===== config.mk =====
export PLATFORM = sky130hd
export DESIGN_NAME = clock_phase_meter
export DESIGN_NICKNAME = d
export VERILOG_FILES = /design/src/rtl/clock_phase_meter.sv
export SDC_FILE = /design/constraint.sdc
export NUM_CORES = 1
export LEC_CHECK = 0
export BUFFER_PORTS_ARGS = -buffer_cell sky130_fd_sc_hd__buf_2
export CAP_MARGIN = 15
export CORE_MARGIN = 3
export CORE_UTILIZATION = 45
export DETAILED_ROUTE_END_ITERATION = 12
export GPL_TIMING_DRIVEN = 0
export PLACE_DENSITY = 0.73
export SLEW_MARGIN = 20
export SYNTH_ARGS = -nofsm -noshare
export SYNTH_HDL_FRONTEND = slang
export SYNTH_SLANG_ARGS = --single-unit

===== constraint.sdc =====
create_clock -name clk -period 4.4 [get_ports clk]
set_input_delay 0.66 -clock clk [delete_from_list [all_inputs] [get_ports clk]]
set_output_delay 0.66 -clock clk [all_outputs]
set_load 0.01 [all_outputs]

===== src/rtl/clock_phase_meter.sv =====
// -----------------------------------------------------------------------------
// clock_phase_meter
//   Measures the delay, in clk cycles, from each rising edge of a reference
//   waveform to the next rising edge of its delayed copy. Every completed
//   measurement is reported on phase_cnt with a one-cycle meas_valid pulse.
//   locked is asserted once LOCK_N consecutive measurements agree within TOL.
//
//   Optional build macro: PHASE_AVG_EN
//     defined   : phase_cnt reports the floor mean of the last 4 results, and
//                 meas_valid stays low until 4 results have been collected.
//     undefined : phase_cnt reports every raw result.
//
// Ports
//   clk        in   rising-edge clock for all logic
//   reset      in   synchronous, active-high
//   enable     in   1 = measure, 0 = return to IDLE and clear lock state
//   ref_in     in   reference waveform (clk domain)
//   dly_in     in   delayed copy of ref_in (clk domain)
//   phase_cnt  out  last reported delay in clk cycles
//   meas_valid out  1-cycle pulse, phase_cnt updated
//   timeout    out  1-cycle pulse, no dly edge within MAX_CNT cycles
//   locked     out  LOCK_N consecutive agreeing measurements
// -----------------------------------------------------------------------------
module clock_phase_meter #(
  parameter int CNT_W   = 8,
  parameter int MAX_CNT = 200,
  parameter int LOCK_N  = 4,
  parameter int TOL     = 1
) (
  input  logic             clk,
  input  logic             reset,
  input  logic             enable,
  input  logic             ref_in,
  input  logic             dly_in,
  output logic [CNT_W-1:0] phase_cnt,
  output logic             meas_valid,
  output logic             timeout,
  output logic             locked
);

  localparam int MW = $clog2(LOCK_N + 1);
  localparam logic [MW-1:0]    LOCK_M = MW'(LOCK_N);
  localparam logic [CNT_W:0]   TOL_D  = (CNT_W + 1)'(TOL);
  localparam logic [CNT_W-1:0] MAX_C  = CNT_W'(MAX_CNT);

  typedef enum logic [1:0] {IDLE, WAIT_REF, COUNT} state_t;

  state_t           state;
  logic             ref_q, dly_q;
  logic [CNT_W-1:0] cnt;
  logic [CNT_W-1:0] prev;
  logic [MW-1:0]    match;

  logic             ref_rise, dly_rise;
  logic             res_valid;
  logic [CNT_W-1:0] res_val;
  logic [CNT_W:0]   diff;
  logic [MW-1:0]    match_nxt;

  assign ref_rise = ref_in & ~ref_q;
  assign dly_rise = dly_in & ~dly_q;

  // Result of the current cycle. A dly edge completing a COUNT wins over a
  // coincident ref edge; coincident edges while waiting mean zero delay.
  // NOTE: every always_comb output gets a default first so no latch is inferred.
  always_comb begin
    res_valid = 1'b0;
    res_val   = '0;
    if (state == WAIT_REF && ref_rise && dly_rise) begin
      res_valid = 1'b1;
    end else if (state == COUNT && dly_rise) begin
      res_valid = 1'b1;
      res_val   = cnt;
    end
  end

  // Lock bookkeeping: match == 0 means no previous result to compare with.
  always_comb begin
    if ({1'b0, res_val} >= {1'b0, prev}) diff = {1'b0, res_val} - {1'b0, prev};
    else                                 diff = {1'b0, prev} - {1'b0, res_val};
    if (match == '0)         match_nxt = MW'(1);
    else if (diff <= TOL_D)  match_nxt = (match >= LOCK_M) ? LOCK_M : match + MW'(1);
    else                     match_nxt = MW'(1);
  end

`ifdef PHASE_AVG_EN
  logic [CNT_W-1:0] hist [3];
  logic [1:0]       hist_n;
  logic [CNT_W+1:0] sum;
  logic [CNT_W-1:0] avg;

  always_comb begin
    sum = {2'b00, res_val} + {2'b00, hist[0]} + {2'b00, hist[1]} + {2'b00, hist[2]};
    avg = CNT_W'(sum >> 2);
  end
`endif

  // NOTE: sequential state uses non-blocking assignments only, so every
  // register samples the pre-edge values of the others.
  always_ff @(posedge clk) begin
    if (reset) begin
      ref_q      <= 1'b0;
      dly_q      <= 1'b0;
      state      <= IDLE;
      cnt        <= '0;
      prev       <= '0;
      match      <= '0;
      phase_cnt  <= '0;
      meas_valid <= 1'b0;
      timeout    <= 1'b0;
      locked     <= 1'b0;
`ifdef PHASE_AVG_EN
      hist_n     <= '0;
`endif
    end else begin
      ref_q      <= ref_in;
      dly_q      <= dly_in;
      meas_valid <= 1'b0;
      timeout    <= 1'b0;
      if (!enable) begin
        state  <= IDLE;
        cnt    <= '0;
        match  <= '0;
        locked <= 1'b0;
`ifdef PHASE_AVG_EN
        hist_n <= '0;
`endif
      end else begin
        case (state)
          IDLE: state <= WAIT_REF;
          WAIT_REF: begin
            if (ref_rise && !dly_rise) begin
              state <= COUNT;
              cnt   <= CNT_W'(1);
            end
          end
          COUNT: begin
            if (dly_rise) begin
              state <= WAIT_REF;
              cnt   <= '0;
            end else if (cnt == MAX_C) begin
              timeout <= 1'b1;
              match   <= '0;
              locked  <= 1'b0;
              state   <= WAIT_REF;
              cnt     <= '0;
`ifdef PHASE_AVG_EN
              hist_n  <= '0;
`endif
            end else if (ref_rise) begin
              cnt <= CNT_W'(1);
            end else begin
              cnt <= cnt + CNT_W'(1);
            end
          end
          default: state <= IDLE;
        endcase

        if (res_valid) begin
          prev   <= res_val;
          match  <= match_nxt;
          locked <= (match_nxt >= LOCK_M);
`ifdef PHASE_AVG_EN
          // NOTE: history contents are never reset; hist_n gates every use.
          hist[0] <= res_val;
          hist[1] <= hist[0];
          hist[2] <= hist[1];
          if (hist_n == 2'd3) begin
            phase_cnt  <= avg;
            meas_valid <= 1'b1;
          end else begin
            hist_n <= hist_n + 2'd1;
          end
`else
          phase_cnt  <= res_val;
          meas_valid <= 1'b1;
`endif
        end
      end
    end
  end

endmodule


Word level (Yosys, flattened, before mapping)

Index checks and enable logic that the tools add are counted.

Bits in registers: 26
Input port bits: 5
Output and inout port bits: 11
Word-level logic and storage cells: 72

Add/sub/neg operators: 4
$lt $le $gt $ge: 4
Equality and inequality tests: 6
Mux-type cells: 27
Bitwise gates (word level): 6
Reduce and logical (&&, ||, !) cells: 16

Operators by type and width:

| kind                                                  | number |
|---|---|
| two-way mux 8 bit                                     | 6 |
| two-way mux 3 bit                                     | 7 |
| subtractor 8 x 8 -> 9 bit                             | 2 |
| one-hot mux 8 bit (2 select lines)                    | 1 |
| <= comparator 9 x 1 -> 1 bit, second input constant   | 1 |
| two-way mux 9 bit                                     | 1 |
| adder 8 x 1 -> 8 bit, second input constant           | 1 |
| == test 8 bit, second input constant                  | 1 |
| >= comparator 8 bit                                   | 1 |
| two-way mux 1 bit                                     | 8 |
| >= comparator 3 bit, second input constant            | 2 |
| two-way mux 2 bit                                     | 3 |
| one-hot mux 2 bit (3 select lines)                    | 1 |
| AND reduction 2 bit                                   | 3 |
| nonzero test 2 bit                                    | 3 |
| logical AND 1 bit                                     | 4 |
| inequality test 2 x 1 -> 1 bit, second input constant | 2 |
| NOT 1 bit                                             | 4 |
| OR reduction 4 bit                                    | 1 |
| adder 3 x 1 -> 3 bit, second input constant           | 1 |
| logical NOT 3 bit                                     | 1 |
| inequality test 3 x 2 -> 1 bit, second input constant | 1 |
| AND reduction 3 bit                                   | 1 |
| AND 1 bit                                             | 2 |
| other kinds (5)                                       | 5 |

Longest topological paths before layout

Depth in word-level cells: 12
Mapped depth: 15
Depth with buffers taken out: 14

Worst setup path after synthesis

Ideal clock, no wire load.

Kind: in2reg
Start point: input port dly_in
End point: register match[1]
Library setup time: 0.060 ns
Data arrival time: 3.140 ns
Data required time: 4.340 ns
Slack: 1.200 ns
Cell stages on the path: 14
Buffers on the path: 0
Path through: nand2b_1 -> nor2_1 -> nand2_1 -> inv_1 -> ha_1 -> inv_1 -> fa_1 -> a211o_1 -> o21ai_2 -> a22oi_1 -> nor4_2 -> o2111ai_1 -> a21oi_2 -> a32o_2

Cells in the longest elaborated chain, start to end: 10

Ends and longest elaborated chain:

| element                                           | line | RTL |
|---|---|---|
| start: declaration                                | 34   | `input logic dly_in,` |
| AND 1 bit *                                       | 61   | `assign dly_rise = dly_in & ~dly_q;` |
| logical AND 1 bit                                 | 71   | `end else if (state == COUNT && dly_rise) begin` |
| two-way mux 8 bit                                 | 71   |  |
| two-way mux 8 bit *                               | 69   | `if (state == WAIT_REF && ref_rise && dly_rise) begin` |
| via res_val[0]                                    | 56   | `logic [CNT_W-1:0] res_val;` |
| subtractor 8 x 8 -> 9 bit (tied with other cells) | 80   | `else diff = {1'b0, prev} - {1'b0, res_val};` |
| two-way mux 9 bit *                               | 79   | `if ({1'b0, res_val} >= {1'b0, prev}) diff = {1'b0, res_val} - {1'b0, prev};` |
| <= comparator 9 x 1 -> 1 bit *                    | 82   | `else if (diff <= TOL_D) match_nxt = (match >= LOCK_M) ? LOCK_M : match + MW'(1);` |
| two-way mux 3 bit *                               | 82   |  |
| two-way mux 3 bit *                               | 81   | `if (match == '0) match_nxt = MW'(1);` |
| two-way mux 3 bit *                               | 159  | `if (res_valid) begin` |
| end signal: assignment                            | 161  | `match <= match_nxt;` |
| end: declaration                                  | 52   | `logic [MW-1:0] match;` |

Mark *: on every way through the listed nets, which the timed path passes. The rest lies on a longest branch.
A chain may end at the register's enable or synchronous reset.

Worst setup path in the final report

Start point: register state[0]
End point: register match[1]

Cells in the longest elaborated chain, start to end: 10

Ends and longest elaborated chain:

| element                                                        | line   | RTL |
|---|---|---|
| start: declaration                                             | 48     | `state_t state;` |
| start signal: assignment                                       | 104    | `state <= IDLE;` |
| start signal: assignment                                       | 121    | `state <= IDLE;` |
| start signal: assignment                                       | 130    | `IDLE: state <= WAIT_REF;` |
| == test 2 bit / == test 2 x 1 -> 1 bit (equally long branches) | 71, 69 |  |
| logical AND 1 bit (on tied branches)                           | 71, 69 |  |
| two-way mux 8 bit / logical AND 1 bit (equally long branches)  | 71, 69 |  |
| two-way mux 8 bit *                                            | 69     |  |
| via res_val[0]                                                 | 56     |  |
| subtractor 8 x 8 -> 9 bit (tied with other cells)              | 80     |  |
| two-way mux 9 bit *                                            | 79     |  |
| <= comparator 9 x 1 -> 1 bit *                                 | 82     |  |
| two-way mux 3 bit *                                            | 82     |  |
| two-way mux 3 bit *                                            | 81     |  |
| two-way mux 3 bit *                                            | 159    |  |

Marks and branches as above.

==> impl_metrics.csv <==
group,metric,value,unit
flow_run,maxCapViolCount,0,
timing,worst_pin_slew,0.5233,ns
logic_synthesis,synth_cell_type_count,52,
logic_synthesis,syn-cell-area,1903,µm²
logic_synthesis,seq_area_frac_synth,26.30,%
power,leakagePower,0.9238,nW
logic_synthesis,synth-edff-count,0,
timing,finClkSkew,0.008221,ns
route,drc,0,
global_routing,grt_pass1_wl,6644,µm
clocking,cts_max_level,1,
logic_synthesis,syn_area_per_cell,8.030,µm²
logic_synthesis,netlist_top_cells_area,"dfxtp_1, ha_1, inv_1",
power,clkPwrFrac,35.2,%
timing,slew_violations,0,
clocking,post_cts_buffers,0,
timing,rsz0062_at_grt,"no",
critical_path,crit_path_max_fanout,9,
place,dpl_cell_area,2041,µm²
critical_path,cp-startpoint,"state[0]$_SDFFE_PP0P_",
route,first_pass_iters,4,
clocking,cts_buffer_depth,2,
global_routing,track_usage,15.91,%
logic_synthesis,syn_inst,237,
clocking,worstSkewPairLatency,0.27,ns
route,post_drt_wl_per_cell,12.87,µm
layout,final_cell_mix,"inv_1, nand2_1, dfxtp_1",
critical_path,path_class,"reg2reg",
logic_synthesis,synth_top_flop_cell,"dfxtp_1",
logic_synthesis,synth_top_area_cell,"dfxtp_1",
power,p_per_area,183.4,nW/µm²
layout,design_area,2087,µm²
critical_path,cp-end-kind,"flip-flop",
floorplan,fp.dieH,71.03,µm
critical_path,r2r-end,"match[1]$_SDFFE_PP0P_",
clocking,clk_pin_slew,0.09,ns
route,drtAntennaViolNets,0,
logic_synthesis,netlist.area_leader.share,26.30,%
timing,hold_viol,0,
route,wl,3938,µm
timing,period_share,79.49,%
layout,final_common_cell,"inv_1",
timing,fmax,285.9,MHz
place,numPortBuffers,15,
power,seqPwrFrac,59.9,%
clocking,hold_buffers,0,
layout,area_growth,9.665,%
layout,drive_above_1_share,13.67,%
power,p_int,0.2980,mW
floorplan,rows,23,
critical_path,arrival,3.71,ns
route,drt_iter0_drc,86,
global_routing,grt-ovfl-total,0,
power,pwr-share-comb,4.9,%
hold_path,min_delay_path_depth,2,
critical_path,required,4.62,ns
clocking,clockRootBuffer,"clkbuf_8",
place,dp_hpwl,3145,µm
floorplan,core-area,4029,µm²
critical_path,r2r_slack,0.90,ns
critical_path,r2r_start,"state[0]$_SDFFE_PP0P_",
logic_synthesis,yosys_warnings,0,
power,p_switching,0.08478,mW
clocking,numCtsBuffers,3,
place,place_inst,302,
hold_path,min_path_type,"reg2reg",
global_routing,grt_max_degree,15,
hold_path,hold_path_startpoint,"match[0]$_SDFFE_PP0P_",
global_routing,grt_pass1_vias,1547,
floorplan,die_width,71.03,µm
critical_path,r2r_cells,14,
layout,n_fill_cell,415,
global_routing,antenna_found_initial,0,
layout,final_cells,306,
clocking,cts_sinks,25,
power,peakVddDrop,0.1626,mV
route,vias,1654,
clocking,cts_resized,0,
timing,relSlewSlack,64.98,%
layout,diodes,0,
route,vias_per_cell,5.405,
logic_synthesis,synth_async_sr_flop_share,0,%
critical_path,endpoint,"match[1]$_SDFFE_PP0P_",
place,place_congestion,0.8521,
logic_synthesis,syn-num-nets,264,
timing,setup_viol,0,
logic_synthesis,synth.ff_latch_count,25,
power,p_sw_share,22.15,%
floorplan,die-area,5045,µm²
status,status,"finished, final reports clean",
floorplan,start_util,47.24,%
timing,fin_tns_setup,0,ns
critical_path,start_kind,"flip-flop",
clocking,tritoncts,"built",
floorplan,ioPinCount,16,
layout,finish.net_count,284,
timing,layout_min_cycle_time,3.497,ns
area by class of cell:
| type | instances | area, µm² | share of cell area, % |
|---|---|---|---|
| Tap cell | 50 | 62.56 | 2.998 |
| Timing Repair Buffer | 15 | 75.07 | 3.597 |
| Sequential cell | 25 | 500.5 | 23.98 |
| Buffer | 8 | 51.30 | 2.458 |
| Clock buffer | 3 | 41.29 | 1.978 |
| Clock inverter | 1 | 5.005 | 0.2398 |
| Multi-Input combinational cell | 175 | 1242 | 59.53 |
| Inverter | 29 | 108.9 | 5.216 |
cell families (layout without fill, tap and decap cells):
family	Yosys count	count (layout)	synth area share (%)
flops	25	25	26.30
buf+inv	37	56	8.415
simple gates	79	79	21.89
fa+ha+maj	22	22	15.25
compound gates	64	64	23.54
xor+xnor	10	10	4.603
synth_stat cells, drive strengths merged (3+ instances only):
cell	number
dfxtp	25
nand4	5
a31oi	5
nand3	4
o21ai	13
nand2	25
nor3	4
nor4	4
nor2	13
xor2	8
ha	20
inv	29
a22oi	3
o2111ai	3
buf	5
nand2b	8
a21oi	19
nor2b	7
clkbuf	3
o21bai	4
worst min path at each step:
stage / slack, ns / endpoint
after CTS: 0.48 / match[0]$_SDFFE_PP0P_
after global placement: 0.46 / match[0]$_SDFFE_PP0P_
after detailed placement: 0.47 / match[0]$_SDFFE_PP0P_
final: 0.48 / match[0]$_SDFFE_PP0P_
after floorplan: 0.45 / match[0]$_SDFFE_PP0P_
after global routing: 0.53 / prev[0]$_SDFFE_PP0P_
metrics by stage:
step	worst slack (ns)	hold slack, ns	utilization (%)	total power, mW
2_1_floorplan	1.200	0.4469	-	0.2466
3_3_place_gp	0.6506	0.4588	50.65	0.2530
3_5_place_dp	0.6250	0.4682	50.65	0.2531
4_1_cts	0.8897	0.4809	51.80	0.3862
5_1_grt	0.6476	0.5309	51.80	0.3992
6_report	0.9026	0.4774	51.80	0.3827
worst max-delay path, stage by stage, from the launching register on:
cell       delay [ns]
dfxtp_1          0.33
nand2b_1         0.13
clkbuf_1         0.17
nor2_1           0.45
nand2_1          0.19
inv_1            0.09
ha_1             0.15
inv_1            0.06
fa_1             0.45
a2111oi_0        0.41
nand3_1          0.17
nor4_2           0.19
o2111ai_1        0.25
a21oi_2          0.22
a32o_2           0.18
flip-flops by register name, indices dropped and copies added, names as in the netlist:
signal	cells
dly_q	1
prev	8
timeout	1
match	2
meas_valid	1
state	2
cnt	8
ref_q	1
locked	1
per-layer routing:
| layer | track usage (%) | vias to the layer above | routed length [µm] |
|---|---|---|---|
| met5 | 0 | - | 0 |
| met4 | 5.010 | 0 | 40 |
| met3 | 2.415 | 4 | 102 |
| met2 | 27.39 | 21 | 1933 |
| met1 | 20.40 | 766 | 1861 |
| li1 | - | 863 | - |
power groups by stage:
stage	Combinational [mW]	Clock [mW]	Sequential, mW
CTS	0.0187	0.138	0.229
global route	0.0210	0.149	0.230
detailed placement	0.0186	0	0.234
global placement	0.0185	0	0.235
finish	0.0186	0.135	0.229
floorplan	0.0124	0	0.234
No activity file was read; power rests on OpenSTA's default activity.
